## config.mk

```make
export PLATFORM = sky130hd
export DESIGN_NAME = mvm_seq_ctrl
export DESIGN_NICKNAME = d
export VERILOG_FILES = /design/src/rtl/mvm_ctrl_pkg.sv /design/src/rtl/mvm_result_fifo.sv /design/src/rtl/mvm_seq_ctrl.sv
export SDC_FILE = /design/constraint.sdc
export NUM_CORES = 1
export LEC_CHECK = 0
export ABC_AREA = 1
export BUFFER_PORTS_ARGS = -buffer_cell sky130_fd_sc_hd__buf_2
export CAP_MARGIN = 20
export CORE_AREA = 2 2 165 167
export CTS_BUF_LIST = sky130_fd_sc_hd__clkbuf_8
export CTS_CLUSTER_DIAMETER = 30
export CTS_CLUSTER_SIZE = 8
export DETAILED_ROUTE_END_ITERATION = 7
export DIE_AREA = 0 0 167 169
export PLACE_DENSITY = 0.61
export REMOVE_ABC_BUFFERS = 1
export SLEW_MARGIN = 20
export SYNTH_ARGS = -nofsm -noshare
export SYNTH_HDL_FRONTEND = slang
export SYNTH_HIERARCHICAL = 1
export SYNTH_SLANG_ARGS = --single-unit
export TNS_END_PERCENT = 30
```

## constraint.sdc

```tcl
create_clock -name clk -period 6.75 [get_ports clk]
set_input_delay 1.0125 -clock clk [delete_from_list [all_inputs] [get_ports clk]]
set_output_delay 1.0125 -clock clk [all_outputs]
set_load 0.02 [all_outputs]
```

## src/rtl/mvm_ctrl_pkg.sv

```systemverilog
// rtl/mvm_ctrl_pkg.sv - shared state encoding, default sizes and result type for the MVM job sequencer
package mvm_ctrl_pkg;

  localparam int K_DEFAULT = 8;
  localparam int B_DEFAULT = 12;

  typedef enum logic [3:0] {
    S_IDLE,
    S_PULSE_A,
    S_LOAD_A,
    S_PULSE_X,
    S_LOAD_X,
    S_WAIT_FIFO,
    S_START,
    S_WAIT_DONE,
    S_CAPTURE,
    S_ABORT
  } state_t;

  typedef logic signed [2*B_DEFAULT-1:0] res_t;

endpackage

```

## src/rtl/mvm_result_fifo.sv

```systemverilog
// rtl/mvm_result_fifo.sv - DEPTH x W synchronous result FIFO, first word always visible on rd_data
module mvm_result_fifo
  import mvm_ctrl_pkg::*;
#(
  parameter int DEPTH = K_DEFAULT,
  parameter int W     = 2*B_DEFAULT
) (
  input  logic         clk,
  input  logic         rst,
  input  logic         wr_en,
  input  logic [W-1:0] wr_data,
  input  logic         rd_en,
  output logic [W-1:0] rd_data,
  output logic         full,
  output logic         empty
);

  localparam int AW = (DEPTH > 1) ? $clog2(DEPTH) : 1;
  localparam logic [AW-1:0] LAST_PTR = AW'(DEPTH - 1);
  localparam logic [AW:0]   FULL_CNT = (AW+1)'(DEPTH);

  logic [W-1:0]  mem [DEPTH];
  logic [AW-1:0] wr_ptr, rd_ptr;
  logic [AW:0]   count;
  logic          wr_fire, rd_fire;

  // A read in the same cycle frees the slot, so a write at full is still safe.
  assign rd_fire = rd_en & ~empty;
  assign wr_fire = wr_en & (~full | rd_fire);

  always_ff @(posedge clk or posedge rst) begin
    if (rst) begin
      for (int i = 0; i < DEPTH; i++) mem[i] <= '0;
      wr_ptr <= '0;
      rd_ptr <= '0;
      count  <= '0;
    end else begin
      if (wr_fire) begin
        mem[wr_ptr] <= wr_data;
        wr_ptr      <= (wr_ptr == LAST_PTR) ? '0 : wr_ptr + AW'(1);
      end
      if (rd_fire) rd_ptr <= (rd_ptr == LAST_PTR) ? '0 : rd_ptr + AW'(1);
      if (wr_fire && !rd_fire)      count <= count + (AW+1)'(1);
      else if (rd_fire && !wr_fire) count <= count - (AW+1)'(1);
    end
  end

  assign rd_data = mem[rd_ptr];
  assign full    = (count == FULL_CNT);
  assign empty   = (count == '0);

endmodule

```

## src/rtl/mvm_seq_ctrl.sv

```systemverilog
// rtl/mvm_seq_ctrl.sv - job sequencer driving the mvm_8_8_12_1 datapath and buffering its results
// Define MVM_CTRL_TIMEOUT_EN to abort a job after TIMEOUT cycles in WAIT_DONE without mvm_done.
module mvm_seq_ctrl
  import mvm_ctrl_pkg::*;
#(
  parameter int K = K_DEFAULT,
  parameter int B = B_DEFAULT
`ifdef MVM_CTRL_TIMEOUT_EN
  ,
  parameter int TIMEOUT = 1024
`endif
) (
  input  logic           clk,
  input  logic           reset,
  input  logic           in_valid,
  output logic           in_ready,
  input  logic [B-1:0]   in_data,
  output logic           out_valid,
  input  logic           out_ready,
  output logic [2*B-1:0] out_data,
  output logic           mvm_reset,
  output logic           mvm_loadMatrix,
  output logic           mvm_loadVector,
  output logic           mvm_start,
  output logic [B-1:0]   mvm_data_in,
  input  logic           mvm_done,
  input  logic [2*B-1:0] mvm_data_out,
  output logic           busy,
  output logic           err
);

  localparam logic [6:0] LAST_A = 7'(K*K - 1);
  localparam logic [6:0] LAST_X = 7'(K - 1);

  state_t     state, state_nxt;
  logic [6:0] cnt;
  logic       accept, fifo_wr, fifo_full, fifo_empty, tmo_hit;

  assign accept    = in_ready & in_valid;
  assign busy      = (state != S_IDLE);
  assign mvm_reset = reset | (state == S_ABORT);
  assign out_valid = ~fifo_empty;

`ifdef MVM_CTRL_TIMEOUT_EN
  localparam int TW = $clog2(TIMEOUT + 1);
  logic [TW-1:0] tmo_cnt;

  always_ff @(posedge clk or posedge reset) begin
    if (reset)                     tmo_cnt <= '0;
    else if (state == S_WAIT_DONE) tmo_cnt <= tmo_cnt + TW'(1);
    else                           tmo_cnt <= '0;
  end

  assign tmo_hit = (tmo_cnt == TW'(TIMEOUT - 1));
`else
  assign tmo_hit = 1'b0;
`endif

  always_comb begin
    state_nxt = state;
    in_ready  = 1'b0;
    fifo_wr   = 1'b0;
    case (state)
      S_IDLE:    if (in_valid) state_nxt = S_PULSE_A;
      S_PULSE_A: state_nxt = S_LOAD_A;
      S_LOAD_A: begin
        in_ready = 1'b1;
        if (!in_valid)           state_nxt = S_ABORT;
        else if (cnt == LAST_A)  state_nxt = S_PULSE_X;
      end
      S_PULSE_X: state_nxt = S_LOAD_X;
      S_LOAD_X: begin
        in_ready = 1'b1;
        if (!in_valid)           state_nxt = S_ABORT;
        else if (cnt == LAST_X)  state_nxt = fifo_empty ? S_START : S_WAIT_FIFO;
      end
      S_WAIT_FIFO: if (fifo_empty) state_nxt = S_START;
      S_START:     state_nxt = S_WAIT_DONE;
      S_WAIT_DONE: begin
        if (mvm_done)     state_nxt = S_CAPTURE;
        else if (tmo_hit) state_nxt = S_ABORT;
      end
      S_CAPTURE: begin
        fifo_wr = ~fifo_full;
        if (cnt == LAST_X) state_nxt = S_IDLE;
      end
      S_ABORT:   state_nxt = S_IDLE;
      default:   state_nxt = S_IDLE;
    endcase
  end

  // Pulses and data are registered so the MVM sees each word the cycle after its load pulse.
  always_ff @(posedge clk or posedge reset) begin
    if (reset) begin
      state          <= S_IDLE;
      cnt            <= '0;
      mvm_loadMatrix <= 1'b0;
      mvm_loadVector <= 1'b0;
      mvm_start      <= 1'b0;
      mvm_data_in    <= '0;
      err            <= 1'b0;
    end else begin
      state <= state_nxt;
      if (state_nxt != state)               cnt <= '0;
      else if (accept || state == S_CAPTURE) cnt <= cnt + 7'd1;
      mvm_loadMatrix <= (state == S_PULSE_A);
      mvm_loadVector <= (state == S_PULSE_X);
      mvm_start      <= (state == S_START);
      mvm_data_in    <= accept ? in_data : '0;
      if (state == S_ABORT) err <= 1'b1;
      else if (accept)      err <= 1'b0;
    end
  end

  mvm_result_fifo #(
    .DEPTH(K),
    .W    (2*B)
  ) u_fifo (
    .clk    (clk),
    .rst    (reset),
    .wr_en  (fifo_wr),
    .wr_data(mvm_data_out),
    .rd_en  (out_ready),
    .rd_data(out_data),
    .full   (fifo_full),
    .empty  (fifo_empty)
  );

endmodule

```

Yosys cells after proc, flatten, opt, wreduce, memory -nomap -nowiden
Cells that the tools add are included.
{ "totals": {"register_bits": 229, "input_bits": 41, "output_inout_bits": 44, "wordCells": 90} }
{ "op_classes": {"addsub": 5, "n_lt_le_gt_ge": 3, "eq_ne": 15, "mux": 27, "n_bitwise": 9, "n_reduce_logical": 13} }
{ "op_table": {"columns": ["operator", "n"], "rows": [
  ["bitwise mux 192 bit", 1],
  ["binary-select mux 24 bit (select 3 bit)", 1],
  ["demux 24 bit (select 3 bit)", 1],
  ["two-way mux 24 bit", 3],
  ["two-way mux 4 bit", 10],
  ["one-hot mux 4 bit (9 select lines)", 1],
  ["== test 4 x 3 -> 1 bit (second input constant)", 4],
  ["two-way mux 7 bit", 2],
  ["== test 4 bit (second input constant)", 3],
  ["two-way mux 12 bit", 1],
  ["== test 4 x 2 -> 1 bit (second input constant)", 2],
  [">= comparator 4 bit (second input constant)", 2],
  ["zero test 4 bit", 2],
  ["NOT 3 -> 4 bit", 2],
  ["adder 7 x 1 -> 7 bit (second input constant)", 1],
  ["== test 7 x 3 -> 1 bit (second input constant)", 1],
  ["== test 7 x 6 -> 1 bit (second input constant)", 1],
  ["adder 3 x 1 -> 3 bit (second input constant)", 2],
  ["== test 3 bit (second input constant)", 2],
  ["two-way mux 3 bit", 2],
  ["nonzero test 2 bit", 3],
  ["adder 4 x 1 -> 4 bit (second input constant)", 1],
  ["== test 4 x 1 -> 1 bit (second input constant)", 1],
  ["less-than comparator 4 x 1 -> 1 bit (second input constant)", 1],
  ["12 further kinds", 22]
]} }

Logic depth before layout (Yosys ltp)
Gate-level depths: netlist of the first run.
{ "logic_depth": {"word_depth": 9, "ltp_mapped": 17, "depth_no_buf": 15} }

Modules after synthesis
Netlist of the first run, hierarchy kept.
{ "by_module_without_submodules": {"columns": ["mod", "n_inst", "cells_each", "area_per_inst_um2", "seq_area_each_um2"], "rows": [
  ["mvm_result_fifo", 1, 1407, 10408.7, 5054.8],
  ["mvm_seq_ctrl", 1, 165, 1387.6, 675.6]
]} }

Least setup slack after synthesis of the first run
Ideal clock, no wire load.
{ "synth_timing": {"path_type": "input-to-output", "startpoint": "input port reset", "endpoint": "output port mvm_reset", "arrival_ns": 1.901, "required_time_ns": 5.738, "setup_slack_ns": 3.836, "path_stages": 2, "n_path_buf": 0, "path_cell_list": "inv_1 -> nand2_1"} }
{ "synth_between": {"elab_chain_len": 1} }
{ "synth_lines": {"columns": ["element", "line", "source"], "rows": [
  ["from (decl)", "mvm_seq_ctrl.sv:14", "input logic reset,"],
  ["OR 1 bit", "mvm_seq_ctrl.sv:41", "assign mvm_reset = reset | (state == S_ABORT);"],
  ["to (decl)", "mvm_seq_ctrl.sv:21", "output logic mvm_reset,"]
]} }
No other way between the ends.

Final worst setup path of the first run
{ "layout_timing": {"startpoint": "register u_fifo.rd_ptr[1]", "endpoint": "output port out_data[10]"} }
{ "layout_between": {"elab_chain_len": 4} }
{ "layout_lines": {"columns": ["element", "line", "source"], "rows": [
  ["from (decl)", "mvm_result_fifo.sv:23", "logic [AW-1:0] wr_ptr, rd_ptr;"],
  ["from (signal assigned)", "mvm_result_fifo.sv:42", "if (rd_fire) rd_ptr <= (rd_ptr == LAST_PTR) ? '0 : rd_ptr + AW'(1);"],
  ["NOT 3 -> 4 bit (not written as such)", "mvm_result_fifo.sv:48", "assign rd_data = mem[rd_ptr];"],
  ["binary-select mux 24 bit (select 3 bit)", "mvm_result_fifo.sv:48", null],
  ["two-way mux 24 bit (not written as such) (2 in a row)", "mvm_result_fifo.sv:48", null],
  ["to (decl)", "mvm_seq_ctrl.sv:20", "output logic [2*B-1:0] out_data,"]
]} }
No other way between the ends. The select of a mux whose other input is x is not followed.

==> results of run 1 <==
==> per-stage QoR <==
stage | instance area, um^2 | util [%] | cells
floorplan | 11200 | - | 1434
global placement | 12300 | 46.3 | 1888
detailed placement | 12300 | 46.3 | 1888
CTS | 13600 | 51.5 | 1996
global route | 13700 | 51.7 | 1998
finish | 13700 | 51.7 | 1999
==> logic make-up (layout without fill, tap and decap cells) <==
| family | after synthesis | after routing |
|---|---|---|
| xor+xnor | 8 | 8 |
| fa+ha+maj | 9 | 9 |
| buf+inv | 183 | 268 |
| mux | 1 | 1 |
| compound gates | 104 | 104 |
| flops | 229 | 229 |
| simple gates | 1038 | 1038 |
| other cells | 0 | 1 |
==> final cells by class <==
| cell class | instances | area, um^2 | share of cell area (%) |
|---|---|---|---|
| flip-flops and latches | 229 | 5740 | 41.9 |
| multi-input cells | 1160 | 5310 | 38.7 |
| clock buffers | 69 | 950 | 6.93 |
| repair buffers | 115 | 693 | 5.06 |
| well taps | 341 | 427 | 3.11 |
| clock inverters | 39 | 414 | 3.02 |
| inverters | 45 | 176 | 1.29 |
| diodes | 1 | 2.50 | 0.0183 |
==> placed cells by master (no fill, tap or decap), types with 2 or more instances in the layout <==
cell and instances:
xor2_1 5, clkinv_2 14, nand3b_1 2, clkinvlp_4 4, inv_8 2, inv_2 7, buf_2 84, nand4_1 200
a21oi_1 3, nand3_2 2, or2_2 2, nand2_4 3, buf_4 29, xnor2_1 3, o21ai_0 99, buf_16 2
nand3_1 23, nor2_1 151, clkbuf_8 69, clkinv_1 3, nand2_2 2, nand2_1 631, nor3_4 2, nor2_2 15
dfrtp_1 227, bufinv_16 8, ha_1 8, nor2_4 3, inv_1 44
==> flip-flops by register name, summed over array words and instances (netlist names) <==
name            cells
u_fifo/rd_ptr       3
cnt                 7
u_fifo/count        4
state               4
mvm_data_in        12
err                 1
u_fifo/mem        192
mvm_start           1
mvm_loadVector      1
u_fifo/wr_ptr       3
mvm_loadMatrix      1
==> routing by layer <==
metal  track usage (%)  part of all wire, %  vias to the layer above
met5                 0                0.051                        -
met4              7.38                  2.0                        4
met3              5.17                  6.8                       67
met2              40.3                   46                      366
met1              35.2                   45                     5331
li1                  -                    -                     5246
==> power breakdown <==
part	leakage [uW]	switching [uW]	internal, uW
Clock	0.000735	718	1240
Sequential	0.00309	339	1770
Combinational	0.00368	1560	663
==> path summary, 6_finish.rpt <==
path                                    end             start  cells past startpoint  slack (ns)
setup / recovery               out_data[10]  u_fifo/rd_ptr[1]                      8        1.91
hold / removal              u_fifo/mem[109]   u_fifo/mem[109]                      2        0.46
setup reg to reg            u_fifo/mem[118]   u_fifo/count[0]                      7        3.48
hold reg to reg             u_fifo/mem[109]   u_fifo/mem[109]                      2        0.46
max in group asynchronous  u_fifo/rd_ptr[1]             reset                      3        4.85
min in group asynchronous   u_fifo/count[2]             reset                      2        0.51
==> synth_stat cells, drive strengths merged <==
cell | n | area (um^2)
or2 | 2 | 12.5
nand3b | 2 | 15.0
a21oi | 4 | 23.8
buf | 49 | 241
nand4 | 200 | 1250
fa | 1 | 20.0
inv | 42 | 158
clkbuf | 89 | 364
nor2 | 169 | 687
clkinv | 3 | 11.3
ha | 8 | 100
xnor2 | 3 | 26.3
nor3 | 2 | 26.3
nand3 | 26 | 153
nor4 | 1 | 6.26
dfrtp | 229 | 5730
mux2 | 1 | 11.3
nand2 | 636 | 2410
xor2 | 5 | 43.8
o21ai | 100 | 500
==> worst register-to-register path: stages, from the launching register on <==
cell,delay [ns]
dfrtp_1,0.47
nor2_1,0.09
nand3b_1,0.09
buf_4,0.73
nand3_1,1.10
buf_4,0.54
nand2_1,0.09
nand2_1,0.05
==> results.cfg, run 1 <==
[routing]
wirelength_um = 35400
wire_per_inst_um = 17.7
vias_per_cell = 5.51
vias = 11014
route.antenna.remaining_nets = 0
drt_iter0_markers = 1040
drtPass1Iterations = 7
drc_errors = 0

[timing]
totalNegativeSetupSlack_ns = 0
timing.fmax_mhz = 207
fin_crit_sh_pct = 71.7
finalHoldViolCount = 0
fin_ws_ns = 1.91
worst_slew_pin_slew_ns = 1.14
rsz0062_at_grt = no
holdWs_ns = 0.463
slew_headroom_pct = 23.9
drv_slew = 0
period_needed_ns = 4.84
fin_skew_ns = 0.0214
setup_violations = 0

[synthesis]
yosys_warnings = 6
synth_xor_area_share_pct = 0.594
syn_area_per_cell_um2 = 7.50
synth_mux_area_share_pct = 0.0955
synth.distinct_cells = 33
synth-compound-area-share_pct = 4.44
synth_cells = 1572
seq_area_frac_synth_pct = 48.6
synthAdderAreaFrac_pct = 1.02
yosys.area_share.simple_pct = 38.7
synth-seq-cells = 229
synth_top_family_by_area = simple AND/OR/NAND/NOR gates
syn-cell-area_um2 = 11800

[critical_path]
crit_path_start_kind = flip-flop
cp-end-kind = output pin
critical-path-top-delay-family = buffers and inverters
worst-setup-path-type = flip-flop to output pin
path_buf_inv = 3
arrival_ns = 3.82
path_cells = clkinv_1 -> buf_4 -> nor2_1 -> o21ai_0 -> nand2_1 -> nand2_1 -> nand2_1 -> buf_2
path_max_fanout = 50
slowest_delay_ns = 1.12
critPathSlowestCell = dfrtp_2
cp.required_ns = 5.74
crit_path_frequent_cell = nand2_1

[global_route]
antenna_found_initial = 2
grt_max_degree = 109
grt_pass1_wl_um = 57800
first_global_vias = 10648
grt.overflow.total = 0
grt_use_total_pct = 25.3

[clocking]
cts_resized = 0
numCtsBuffers = 58
path_clk_slew_ns = 0.05
cts_tree = yes
cts.sinks = 229
post-cts-setup-buffers = 0
insertion_delay_ns = 0.60
cts_buffer_depth = 3
cts_hold_buf = 0
cts_root_buf = clkbuf_8
clock_tree.htree_level_count = 2

[floorplan]
fp-row-count = 60
design.die.area_um2 = 28200
io_pins = 85
chipWidth_um = 167
core_area_um2 = 26500
start_util_pct = 44.5
chipHeight_um = 169

[power_and_ir_drop]
finalPower_uw = 6300
p_per_area_nw_per_um2 = 460
ir_drop_v = 0.000213
p_leak_uw = 0.00750

[placement]
port_buffers = 84
hpwl_um = 19200
globalplace.congestion = 0.819
dpl_worst_slack_ns = 2.57

[finish]
layout.nets = 1659
final_layout_size_suffix_gt1_share_pct = 15.3
syn_to_final_growth_pct = 16.2
fill_cells = 2638

[job]
drv_cap = 0

[run_status]
status = finished clean

[hold_path]
min_path_type = flip-flop to flip-flop
Power figures use the tool's default switching activity.
==> run 2, diff against run 1 <==
Settings changed: PLACE_DENSITY 0.61 to 0.59.
Clock period 6.75 ns to 5.1 ns, I/O delays scaled along.
==> run 2 against run 1 <==
Register-to-register slack worse by 1.5 ns. Clock skew fell by 0.00092 ns. Critical endpoint is now out_data[17]. Cell count up 0.35%. Highest routed layer unchanged. Clock power increased by 32%. Non-clock buffer count increased by 3. Critical path depth grew 2. Design area grew 0.11%. Via count about the same. Sequential power increased by 27%.
==> results.cfg, run 2 (synthesis results as in run 1) <==
[critical_path]
critPathSlowestCell = buf_4
path_cells = inv_2 -> buf_4 -> buf_4 -> nand2_1 -> nand2_1 -> nand2_1 -> o21ai_0 -> nand2_1 -> nand2_1 -> buf_2
crit_path_start_kind = flip-flop
cp-end-kind = output pin
worst_r2r_endpoint = u_fifo/count[3]
path_max_fanout = 39
worst-setup-path-type = flip-flop to output pin
reg2reg_setup_slack_ns = 1.94
crit_path_frequent_cell = nand2_1
reg2reg_depth = 14
arrival_ns = 2.96
slowest_delay_ns = 0.48
r2r_start = state[1]
cp.required_ns = 4.34

[power_and_ir_drop]
ir_drop_v = 0.000349
p_leak_uw = 0.00750
finalPower_uw = 8340
p_per_area_nw_per_um2 = 608

[finish]
largest_register_ffs = 192
layout.nets = 1664
layout_commonest_cell = nand2_1
instances_no_fill = 2006
top_register = u_fifo/mem
syn_to_final_growth_pct = 16.3
antenna_cells = 0
fin_util_pct = 51.8
layout_common_cells = 631 x nand2_1, 227 x dfrtp_1, 200 x nand4_1, 151 x nor2_1, 99 x o21ai_0
final_layout_size_suffix_gt1_share_pct = 15.7
top_regs = u_fifo/mem x192, mvm_data_in x12, cnt x7
fin_area_um2 = 13700

[clocking]
path_clk_slew_ns = 0.05
numCtsBuffers = 60
cts.sinks = 229
cts_tree = yes
post-cts-setup-buffers = 0
cts_resized = 0
insertion_delay_ns = 0.60
cts_root_buf = clkbuf_8
cts_hold_buf = 0
clock_tree.htree_level_count = 2
cts_buffer_depth = 3

[routing]
drt_iter0_markers = 907
route.antenna.remaining_nets = 0
drc_errors = 0
wirelength_um = 35800
vias_per_cell = 5.50
drtPass1Iterations = 6
vias = 11023
wire_per_inst_um = 17.8

[placement]
hpwl_um = 19500
placed_area_um2 = 12300
port_buffers = 84
dp_cells = 1893
globalplace.congestion = 0.851

[global_route]
grt.overflow.total = 0
grt_use_met2_pct = 41.8
grt_pass1_wl_um = 58400
busiest_layer = met2
antenna_found_initial = 1
grt_use_total_pct = 25.6
use_met3_pct = 4.79
grt_max_degree = 143
met1_usage_pct = 34.4
first_global_vias = 11043

[timing]
fin_crit_sh_pct = 73.0
slew_headroom_pct = 21.8
timing.fmax_mhz = 269
setup_violations = 0
holdWs_ns = 0.270
drv_slew = 0
rsz0062_at_grt = no
finalHoldViolCount = 0
period_needed_ns = 3.72
fin_skew_ns = 0.0205
worst_slew_pin_slew_ns = 1.17

[floorplan]
io_pins = 85
start_util_pct = 44.5
fp-row-count = 60
chipWidth_um = 167
core_area_um2 = 26500
chipHeight_um = 169
design.die.area_um2 = 28200

[run_status]
status = finished clean

[job]
drv_cap = 0

[hold_path]
min_path_type = input pin to async pin
run 2: changes by cell type in the layout (fill, tap and decap cells not counted), moves of 2 or more:
cell and delta:
buf_16 -2, buf_4 +4, bufinv_16 -2, clkbuf_8 +6, clkinvlp_4 +3, inv_8 -2
run 2: worst max-delay path by stage:
stage / start / to / slack, ns / cells past startpoint
after floorplan: state[1] / u_fifo/mem[0] / -4.65 / 6
after global placement: u_fifo/rd_ptr[1] / out_data[5] / 2.00 / 8
after detailed placement: u_fifo/rd_ptr[1] / out_data[5] / 1.94 / 8
after CTS: u_fifo/rd_ptr[1] / out_data[5] / 1.31 / 8
after global routing: u_fifo/rd_ptr[0] / out_data[17] / 1.13 / 10
final: u_fifo/rd_ptr[0] / out_data[17] / 1.38 / 10
run 2: area by class of cell:
class | instances | area, um^2
fillers | 2612 | 12800
flip-flops and latches | 229 | 5740
multi-input cells | 1160 | 5310
clock buffers | 75 | 1030
repair buffers | 118 | 688
well taps | 341 | 427
clock inverters | 38 | 344
inverters | 45 | 181
run 2: critical path: cells and delay by family (launching register included):
family                 cells  cell delay [ns]
AO/OA/AOI/OAI              1             0.09
buffers and inverters      4             1.43
flip-flops                 1             0.47
AND/OR/NAND/NOR            5             0.37
run 2: power by group:
group	switching, uW	internal, uW	leakage, uW
combinational	2200	881	0.00368
clock	953	1630	0.000738
sequential	321	2350	0.00309
run 2: metrics by stage:
step / TNS (ns) / worst slack [ns]
after detailed placement: 0 / 1.94
after global routing: 0 / 1.13
after CTS: 0 / 1.31
after floorplan: -1154.07 / -4.65
final: 0 / 1.38
after global placement: 0 / 2.00
run 2: routing by layer:
metal | up-vias | share of wire (%) | wire, um
met5 | - | 0.031 | 11
met4 | 2 | 2.9 | 1030
met3 | 90 | 7.1 | 2540
met2 | 407 | 45 | 16200
met1 | 5272 | 45 | 16000
li1 | 5252 | - | -
